[src/rtl/pwm_capture.sv]
// PWM period/high-time capture with a two-register memory-mapped interface.
// state | meaning: IDLE = disabled, counters cleared; ARM = waiting for first rise; MEAS = counting between rises
module pwm_capture #(
  parameter int BITWIDTH = 16
) (
  input  logic        clk,
  input  logic        rst_n,
  input  logic        mem_valid,
  output logic        mem_ready,
  input  logic [31:0] mem_addr,
  input  logic [31:0] mem_wdata,
  input  logic [3:0]  mem_wstrb,
  output logic [31:0] mem_rdata,
  input  logic        pwm_in,
  output logic        irq
);

  localparam logic [BITWIDTH-1:0] CNT_MAX = '1;
  localparam logic [BITWIDTH-1:0] CNT_ONE = BITWIDTH'(1);

  typedef enum logic [1:0] {
    IDLE = 2'd0,
    ARM  = 2'd1,
    MEAS = 2'd2
  } state_t;

  state_t state, state_next;

  logic s1, s2, s3;
  logic rise;

  logic enable, irq_en, valid, ovf;
  logic [BITWIDTH-1:0] pcnt, hcnt, period, high;

  logic access, wr_ctrl, clr_valid, clr_ovf;
  logic arm_hit, publish, counting, ovf_set;
  logic [31:0] result_word, ctrl_word;
  logic unused_bits;

  assign unused_bits = ^{mem_addr[31:3], mem_addr[1:0], mem_wdata[31:4]};

  always_ff @(posedge clk or negedge rst_n) begin
    if (!rst_n) begin
      s1 <= 1'b0;
      s2 <= 1'b0;
      s3 <= 1'b0;
    end else begin
      s1 <= pwm_in;
      s2 <= s1;
      s3 <= s2;
    end
  end

  assign rise = s2 & ~s3;

  assign access    = mem_valid & ~mem_ready;
  assign wr_ctrl   = access & (|mem_wstrb) & mem_addr[2];
  assign clr_valid = wr_ctrl & mem_wdata[1];
  assign clr_ovf   = wr_ctrl & mem_wdata[2];

  always_ff @(posedge clk or negedge rst_n) begin
    if (!rst_n) state <= IDLE;
    else        state <= state_next;
  end

  always_comb begin
    state_next = state;
    case (state)
      IDLE:    if (enable) state_next = ARM;
      ARM: begin
        if (!enable)   state_next = IDLE;
        else if (rise) state_next = MEAS;
      end
      MEAS:    if (!enable) state_next = IDLE;
      default: state_next = IDLE;
    endcase
  end

  always_comb begin
    arm_hit  = 1'b0;
    publish  = 1'b0;
    counting = 1'b0;
    case (state)
      ARM:  arm_hit = enable & rise;
      MEAS: begin
        publish  = enable & rise;
        counting = enable & ~rise;
      end
      default: ;
    endcase
  end

  // ovf flags the cycle pcnt reaches full scale and keeps asserting while pinned there
  assign ovf_set = counting & (pcnt >= (CNT_MAX - CNT_ONE));

  always_ff @(posedge clk or negedge rst_n) begin
    if (!rst_n) begin
      pcnt <= '0;
      hcnt <= '0;
    end else if (arm_hit || publish) begin
      pcnt <= CNT_ONE;
      hcnt <= CNT_ONE;
    end else if (counting) begin
      if (pcnt != CNT_MAX)        pcnt <= pcnt + CNT_ONE;
      if (s2 && hcnt != CNT_MAX)  hcnt <= hcnt + CNT_ONE;
    end else begin
      pcnt <= '0;
      hcnt <= '0;
    end
  end

  always_ff @(posedge clk or negedge rst_n) begin
    if (!rst_n) begin
      period <= '0;
      high   <= '0;
    end else if (publish) begin
      period <= pcnt;
      high   <= hcnt;
    end
  end

  // A capture in the same cycle as a software clear keeps the flag set
  always_ff @(posedge clk or negedge rst_n) begin
    if (!rst_n) begin
      valid <= 1'b0;
      ovf   <= 1'b0;
    end else begin
      if (publish)        valid <= 1'b1;
      else if (clr_valid) valid <= 1'b0;
      if (ovf_set)        ovf   <= 1'b1;
      else if (clr_ovf)   ovf   <= 1'b0;
    end
  end

  always_ff @(posedge clk or negedge rst_n) begin
    if (!rst_n) begin
      enable <= 1'b0;
      irq_en <= 1'b0;
    end else if (wr_ctrl) begin
      enable <= mem_wdata[0];
      irq_en <= mem_wdata[3];
    end
  end

  assign result_word = {16'(period), 16'(high)};
  assign ctrl_word   = {28'b0, irq_en, ovf, valid, enable};

  always_ff @(posedge clk or negedge rst_n) begin
    if (!rst_n) begin
      mem_ready <= 1'b0;
      mem_rdata <= '0;
    end else begin
      mem_ready <= access;
      if (access) mem_rdata <= mem_addr[2] ? ctrl_word : result_word;
    end
  end

  assign irq = valid & irq_en;

endmodule

[config.mk]
export PLATFORM = sky130hd
export DESIGN_NAME = pwm_capture
export DESIGN_NICKNAME = d
export VERILOG_FILES = /design/src/rtl/pwm_capture.sv
export SDC_FILE = /design/constraint.sdc
export NUM_CORES = 1
export LEC_CHECK = 0
export ABC_AREA = 1
export ABC_CLOCK_PERIOD_IN_PS = 3300
export BUFFER_PORTS_ARGS = -buffer_cell sky130_fd_sc_hd__buf_2
export CORE_ASPECT_RATIO = 1.75
export CORE_UTILIZATION = 40
export DETAILED_ROUTE_END_ITERATION = 8
export GPL_ROUTABILITY_DRIVEN = 0
export SLEW_MARGIN = 20
export SYNTH_ARGS = -nofsm -noshare
export SYNTH_HDL_FRONTEND = slang
export SYNTH_SLANG_ARGS = --single-unit
[constraint.sdc]
create_clock -name clk -period 3.3 [get_ports clk]
set_clock_uncertainty 0.1 [all_clocks]
set_input_delay 0.33 -clock clk [delete_from_list [all_inputs] [get_ports clk]]
set_output_delay 0.33 -clock clk [all_outputs]
set_load 0.005 [all_outputs]
==> results of run 1 <==
-- logic make-up (layout without fill, tap and decap cells) --
logic type | after synthesis | in the layout | share of synthesized area, %
DFF | 106 | 106 | 54.14
AOI/OAI and AO/OA | 80 | 80 | 8.912
xor gates and xnor gates | 4 | 4 | 0.7149
and+or+nand+nor | 334 | 334 | 29.39
adders and majority gates | 3 | 3 | 0.7662
buffers and inverters | 65 | 110 | 5.848
muxes | 1 | 1 | 0.2298
-- per-stage QoR --
stage                     area, sq um  hold slack (ps)
after floorplan                  4900           -65.59
after global placement           5255            231.5
after detailed placement         5255            244.9
after CTS                        5565            111.0
after global routing             5565            125.0
final                            5565            120.1
-- sequential cells by signal, summed over array words and instances (netlist names), 2 cells and up --
name and flops:
mem_rdata 32, period 16, pcnt 16, state 2
high 16, hcnt 16
-- metal layers --
layer,wire length [microns],GRT usage (%)
met1,4617,22.02
met2,5109,28.84
met3,306,2.664
met4,208,7.750
met5,0,0
-- power by group through the flow --
stage / registers [W] / clock network, W / logic, W
after floorplan: 0.00142 / 0 / 0.000116
after global placement: 0.00142 / 0 / 0.000210
after detailed placement: 0.00143 / 0 / 0.000215
after CTS: 0.00140 / 0.00107 / 0.000218
after global routing: 0.00141 / 0.00111 / 0.000246
final: 0.00140 / 0.00104 / 0.000211
-- synthesized netlist by cell type, drive strengths merged --
cell type  count  area [sq um]
nand4         18         127.6
clkbuf         6         23.77
o211ai         1         7.510
o31ai          2         15.01
nor2          73         327.8
inv           44         167.7
o21bai         4         30.03
nand3b         1         7.510
o21ai         48         251.5
nand2        203         772.0
buf           15         95.09
mux2           1         11.26
or2            4         25.02
dfrtp        106          2653
a211oi         1         7.510
xor2           4         35.03
a21oi         20         100.1
a31oi          4         25.02
nand3         28         140.1
nor3           7         40.04
ha             3         37.54
-- what timing repair did --
item                                   4_1_cts  5_1_grt
setup endpoints to repair                    0        0
endpoints found under the hold margin       99        0
buffers inserted                             0        0
hold buffers                                 2        0
-- cell type report --
class                      instances  area (sq um)
sequential                       106          2653
timing repair buffer              50         280.3
tap                              165         206.4
multi-input combinational        422          1968
fill                            1198          6437
inverter                          44         167.7
clock buffer                      10         229.0
clock inverter                     6         61.31
-- worst min-delay path by stage --
stage | start | to | slack [ps] | cells after the start
after global placement | s1$_DFF_PN0_ | s2$_DFF_PN0_ | 230 | 0
after floorplan | rst_n | enable$_DFFE_PN0N_ | -70 | 0
after detailed placement | s1$_DFF_PN0_ | s2$_DFF_PN0_ | 240 | 0
after CTS | mem_wdata[3] | irq_en$_DFFE_PN0N_ | 110 | 2
final | mem_wdata[3] | irq_en$_DFFE_PN0N_ | 120 | 2
after global routing | mem_wdata[3] | irq_en$_DFFE_PN0N_ | 130 | 2
==> impl_metrics.ini, run 1 <==
[power]
cellPowerDensity_nw_per_um2 = 475.9
switchingPower_w = 0.0006800
ir_worst_vdd_v = 0.0002413
seqPwrFrac_pct = 52.9
power_w = 0.002648
combPwrFrac_pct = 8.0
pwr-share-clk_pct = 39.1
sw_frac_of_total_pct = 25.68
p_int_w = 0.001968
p_leak_nw = 2.657

[finish]
drive_gt1_share_pct = 14.11
most-common-layout-cells = nand2_1 (199), dfrtp_1 (106), nor2_1 (64), o21ai_0 (47), buf_2 (45)
fin_util_pct = 46.37
finalNetCount = 708
syn_to_final_growth_pct = 13.59
mostFrequentLayoutCell = nand2_1
stdcell_count = 803
diodes = 0

[global_route]
grt_max_degree = 107
grtUsageTotal_pct = 17.28
gr-total-overflow = 0
grt_pass1_vias = 3688
grt_pass1_wl_microns = 17550
antenna_found_initial = 0

[clock_tree]
cts_root_buf = clkbuf_16
numCtsBuffers = 9
clock_latency_ps = 340
clkTransAtPathRegs_ps = 80
clock_path_buffers = 2
post_cts_resized = 0
cts_tree = done
clock_sinks = 106
cts_max_level = 3

[setup_path]
crit_buf_inv = 3
critPathRequiredTime_ps = 3390
slowest_stage = dfrtp_1
setup.worst_path.start_class = register
r2r_start = s2$_DFF_PN0_
cpMostUsedCell = inv_2
path_class = reg -> reg
crit_start = s2$_DFF_PN0_
rrSetupSlack_ps = 1410
endpoint = period[3]$_DFFE_PN0P_
arrival_ps = 1980
crit_fanout = 54
path_delay_family = simple AND/OR/NAND/NOR gates
cp_num_cells = 7
critPathCaptureType = register
r2r_cells = 7
path_cells = inv_2 -> nor2_4 -> inv_2 -> nor2_4 -> inv_2 -> nand2_1 -> o21ai_0
critPathMaxStageDelay_ps = 400
worstReg2RegEnd = period[3]$_DFFE_PN0P_

[drt]
drt_iter0_drc = 229
drc = 0
wl_per_cell_microns = 12.75
wl_microns = 10240
vias = 3888
first_pass_iters = 4
via_per_inst = 4.842
ant_nets = 0

[logic_synthesis]
synth_nets = 668
avgSynthCellArea_sq_um = 8.263
yosys_warnings = 0
netlist_instances = 593
synth_cell_types = 34
synth.ff_latch_count = 106
yosysSeqAreaShare_pct = 54.14
synth.cell_area_sq_um = 4900

[timing]
tns_ps = 0
min_period_ps = 1890
fin_ws_ps = 1410
finalCritPeriodShare_pct = 57.28
setup_viol = 0
tightest_slew_ps = 974.1
maxSlewViolCount = 0
slew_headroom_pct = 34.99
hold_viol_final = 0
max_freq_mhz = 529.0
rsz0062_at_grt = no

[floorplanning]
design.core.area_sq_um = 12000
die_w_microns = 85.67
rows = 53
initial_core_util_pct = 40.82
die_h_microns = 148.4
ios = 106
dieArea_sq_um = 12710

[placement]
dp_hpwl_microns = 7247
io_buffers = 46
dpl.cell_count = 785
place_ws_ps = 1358

[run_status]
status = completed

[worst_hold_path]
hold_class = in -> reg

[job]
cap_violations = 0
No activity file was read; power rests on OpenSTA's default activity.
==> run 2, diff against run 1 <==
--- a/config.mk
+++ b/config.mk
@@ -5,8 +5,8 @@
 export SDC_FILE = /design/constraint.sdc
 export NUM_CORES = 1
 export LEC_CHECK = 0
-export ABC_AREA = 1
-export ABC_CLOCK_PERIOD_IN_PS = 3300
+export ABC_AREA = 0
+export ABC_CLOCK_PERIOD_IN_PS = 1900
 export BUFFER_PORTS_ARGS = -buffer_cell sky130_fd_sc_hd__buf_2
 export CORE_ASPECT_RATIO = 1.75
 export CORE_UTILIZATION = 40
==> constraint.sdc (replaced) <==
create_clock -name clk -period 1.9 [get_ports clk]
set_clock_uncertainty 0.1 [all_clocks]
set_input_delay 0.19 -clock clk [delete_from_list [all_inputs] [get_ports clk]]
set_output_delay 0.19 -clock clk [all_outputs]
set_load 0.005 [all_outputs]
==> run 2 against run 1 <==
  * Die area shrank 4.8%
  * Final area grew 2.8%
  * Setup slack lost 1300 ps
  * Via count shrank 11%
  * Count of clock-buffer cells in the layout shrank 1
  * Combinational power grew 20%
  * Sequential power grew 66%
  * Cell count shrank 20%
  * Critical path type unchanged
  * Critical endpoint is now pcnt[4]$_DFFE_PN0P_
==> impl_metrics.ini, run 2 <==
[finish]
fin_util_pct = 50.94
most-common-layout-cells = dfrtp_1 (106), nand2_1 (49), o21ai_0 (46), buf_2 (45), buf_4 (37)
nFillCells = 996
finalNetCount = 579
diodes = 0
stdcell_count = 641
largest_reg_flops = 32
drive_gt1_share_pct = 28.68
mostFrequentLayoutCell = dfrtp_1
final_area_sq_um = 5720
syn_to_final_growth_pct = 22.71
top_register = mem_rdata

[placement]
io_buffers = 46
dpl.cell_count = 618
dp_hpwl_microns = 6770
place_area_sq_um = 5298

[logic_synthesis]
yosysTopAreaCell = dfrtp_1
synth.ff_latch_count = 106
synth_enable_flop_cells = 0
synth.cell_area_sq_um = 4662
synthTopCellsByCount = dfrtp_1 (106), nand2_1 (49), o21ai_0 (46)
yosys_warnings = 0
synth_ff_type = dfrtp_1
synth.most_common_cell = dfrtp_1
synth_cell_types = 45
async_flop_share_pct = 100.0
avgSynthCellArea_sq_um = 11.02
netlist.area_leader.share_pct = 56.90
synth_nets = 498
yosys-top-cells-area = dfrtp_1 (57%), mux2_2 (8.2%), o21ai_0 (4.9%)
netlist_instances = 423
yosysSeqAreaShare_pct = 56.90

[global_route]
grt_max_degree = 65
antenna_found_initial = 0
gr-total-overflow = 0
grt_pass1_vias = 3366
grtUsageTotal_pct = 16.94
grt_pass1_wl_microns = 16210

[power]
ir_worst_vdd_v = 0.0008290
combPwrFrac_pct = 5.6
seqPwrFrac_pct = 51.2
p_leak_nw = 2.628
cellPowerDensity_nw_per_um2 = 792.0
sw_frac_of_total_pct = 23.59
pwr-share-clk_pct = 43.2
p_int_w = 0.003462
switchingPower_w = 0.001069

[floorplanning]
die_w_microns = 83.61
ios = 106
die_h_microns = 144.8
initial_core_util_pct = 41.51
design.core.area_sq_um = 11230
dieArea_sq_um = 12110
rows = 51

[drt]
wl_microns = 9443
via_per_inst = 5.379
wl_per_cell_microns = 14.73
drt_iter0_drc = 203
drc = 0
ant_nets = 0
first_pass_iters = 4
vias = 3448

[clock_tree]
clock_path_buffers = 2
numCtsBuffers = 9
cts_max_level = 3
clock_sinks = 106
cts_root_buf = clkbuf_16
clock_latency_ps = 350
cts_tree = done
clkTransAtPathRegs_ps = 70

[timing]
hold_viol_final = 0
min_period_ps = 1814
maxSlewViolCount = 0
slew_headroom_pct = 64.51
tns_ps = 0
max_freq_mhz = 551.3
tightest_slew_ps = 532.3
whs_ps = 16.75
finalCritPeriodShare_pct = 95.47
setup_viol = 0

[worst_hold_path]
min-delay-start = mem_wdata[1]
hold_class = in -> reg

[setup_path]
crit_start = state[0]$_DFFE_PN0P_
critPathRequiredTime_ps = 2090
crit_fanout = 11
arrival_ps = 2000
path_class = reg -> reg
critPathCaptureType = register
setup.worst_path.start_class = register
r2r_start = state[0]$_DFFE_PN0P_

[run_status]
status = completed

[job]
cap_violations = 0
## run 2: cell types whose count changed after synthesis, sizes merged, moves of 6 or more
cell | previous run | this run
nand2 | 203 | 49
nor2 | 73 | 8
inv | 44 | 4
mux2 | 1 | 34
nand2b | 0 | 30
nand3 | 28 | 14
or3 | 0 | 14
or4 | 0 | 10
nand4 | 18 | 9
and4 | 0 | 6
buf | 15 | 9
mux2i | 0 | 6
## run 2: per-stage QoR
stage	power [W]	setup WS, ps
final	0.004531	86.03
after global routing	0.004706	-20.94
after CTS	0.004591	1.095
after detailed placement	0.002616	26.75
after global placement	0.002608	51.77
after floorplan	0.002472	45.34
## run 2: what timing repair did
item	4_1_cts	5_1_grt
hold endpoints to repair	39	0
resized for setup	0	7
buffers inserted	0	2
setup endpoints to repair	0	17
hold buffers	5	0
## run 2: path summary, 6_finish.rpt
kind                            cells after the start               endpoint  slack, ps
worst max register to register                      5    pcnt[4]$_DFFE_PN0P_         90
max in group asynchronous                           3  period[9]$_DFFE_PN0P_        840
worst min-delay path                                3      valid$_DFFE_PN0P_         20
worst min register to register                      0           s2$_DFF_PN0_        290
worst max-delay path                                5    pcnt[4]$_DFFE_PN0P_         90
min in group asynchronous                           2  period[2]$_DFFE_PN0P_        260
## run 2: final cells by class
| cell class | instances | area [sq um] | area share [%] |
|---|---|---|---|
| clock buffers | 9 | 225.2 | 3.937 |
| clock inverters | 7 | 92.59 | 1.619 |
| inverters | 4 | 15.01 | 0.2625 |
| multi-input cells | 293 | 1957 | 34.21 |
| flip-flops and latches | 106 | 2653 | 46.37 |
| well taps | 132 | 165.2 | 2.887 |
| repair buffers | 90 | 613.1 | 10.72 |
## run 2: power by group through the flow
stage	clock [W]	sequential (W)	combinational (W)
final	0.00196	0.00232	0.000254
after global routing	0.00209	0.00232	0.000288
after CTS	0.00201	0.00232	0.000260
after detailed placement	0	0.00236	0.000252
after global placement	0	0.00236	0.000246
after floorplan	0	0.00237	0.000107
## run 2: routing by layer
| layer | up-vias | GRT usage, % | share of wire, % |
|---|---|---|---|
| met5 | - | 0 | 0 |
| met4 | 0 | 8.029 | 2.2 |
| met3 | 20 | 2.552 | 3.1 |
| met2 | 63 | 28.54 | 50 |
| met1 | 1673 | 21.44 | 45 |
| li1 | 1692 | - | - |
## run 2: logic make-up after synthesis
logic type      Yosys count  share of synthesized area [%]
compound gates           88                          11.00
fa+ha+maj                 3                         0.8052
mux                      40                          9.501
simple gates            159                          19.06
flops                   106                          56.90
xor+xnor                  3                         0.5637
buf+inv                  24                          2.174
## run 2: worst max-delay path, stage by stage (launching register included)
cell and delay, ps:
dfrtp_1 400, nand3b_1 180, or2_0 280, buf_4 210, or4_1 500, nand2_1 80
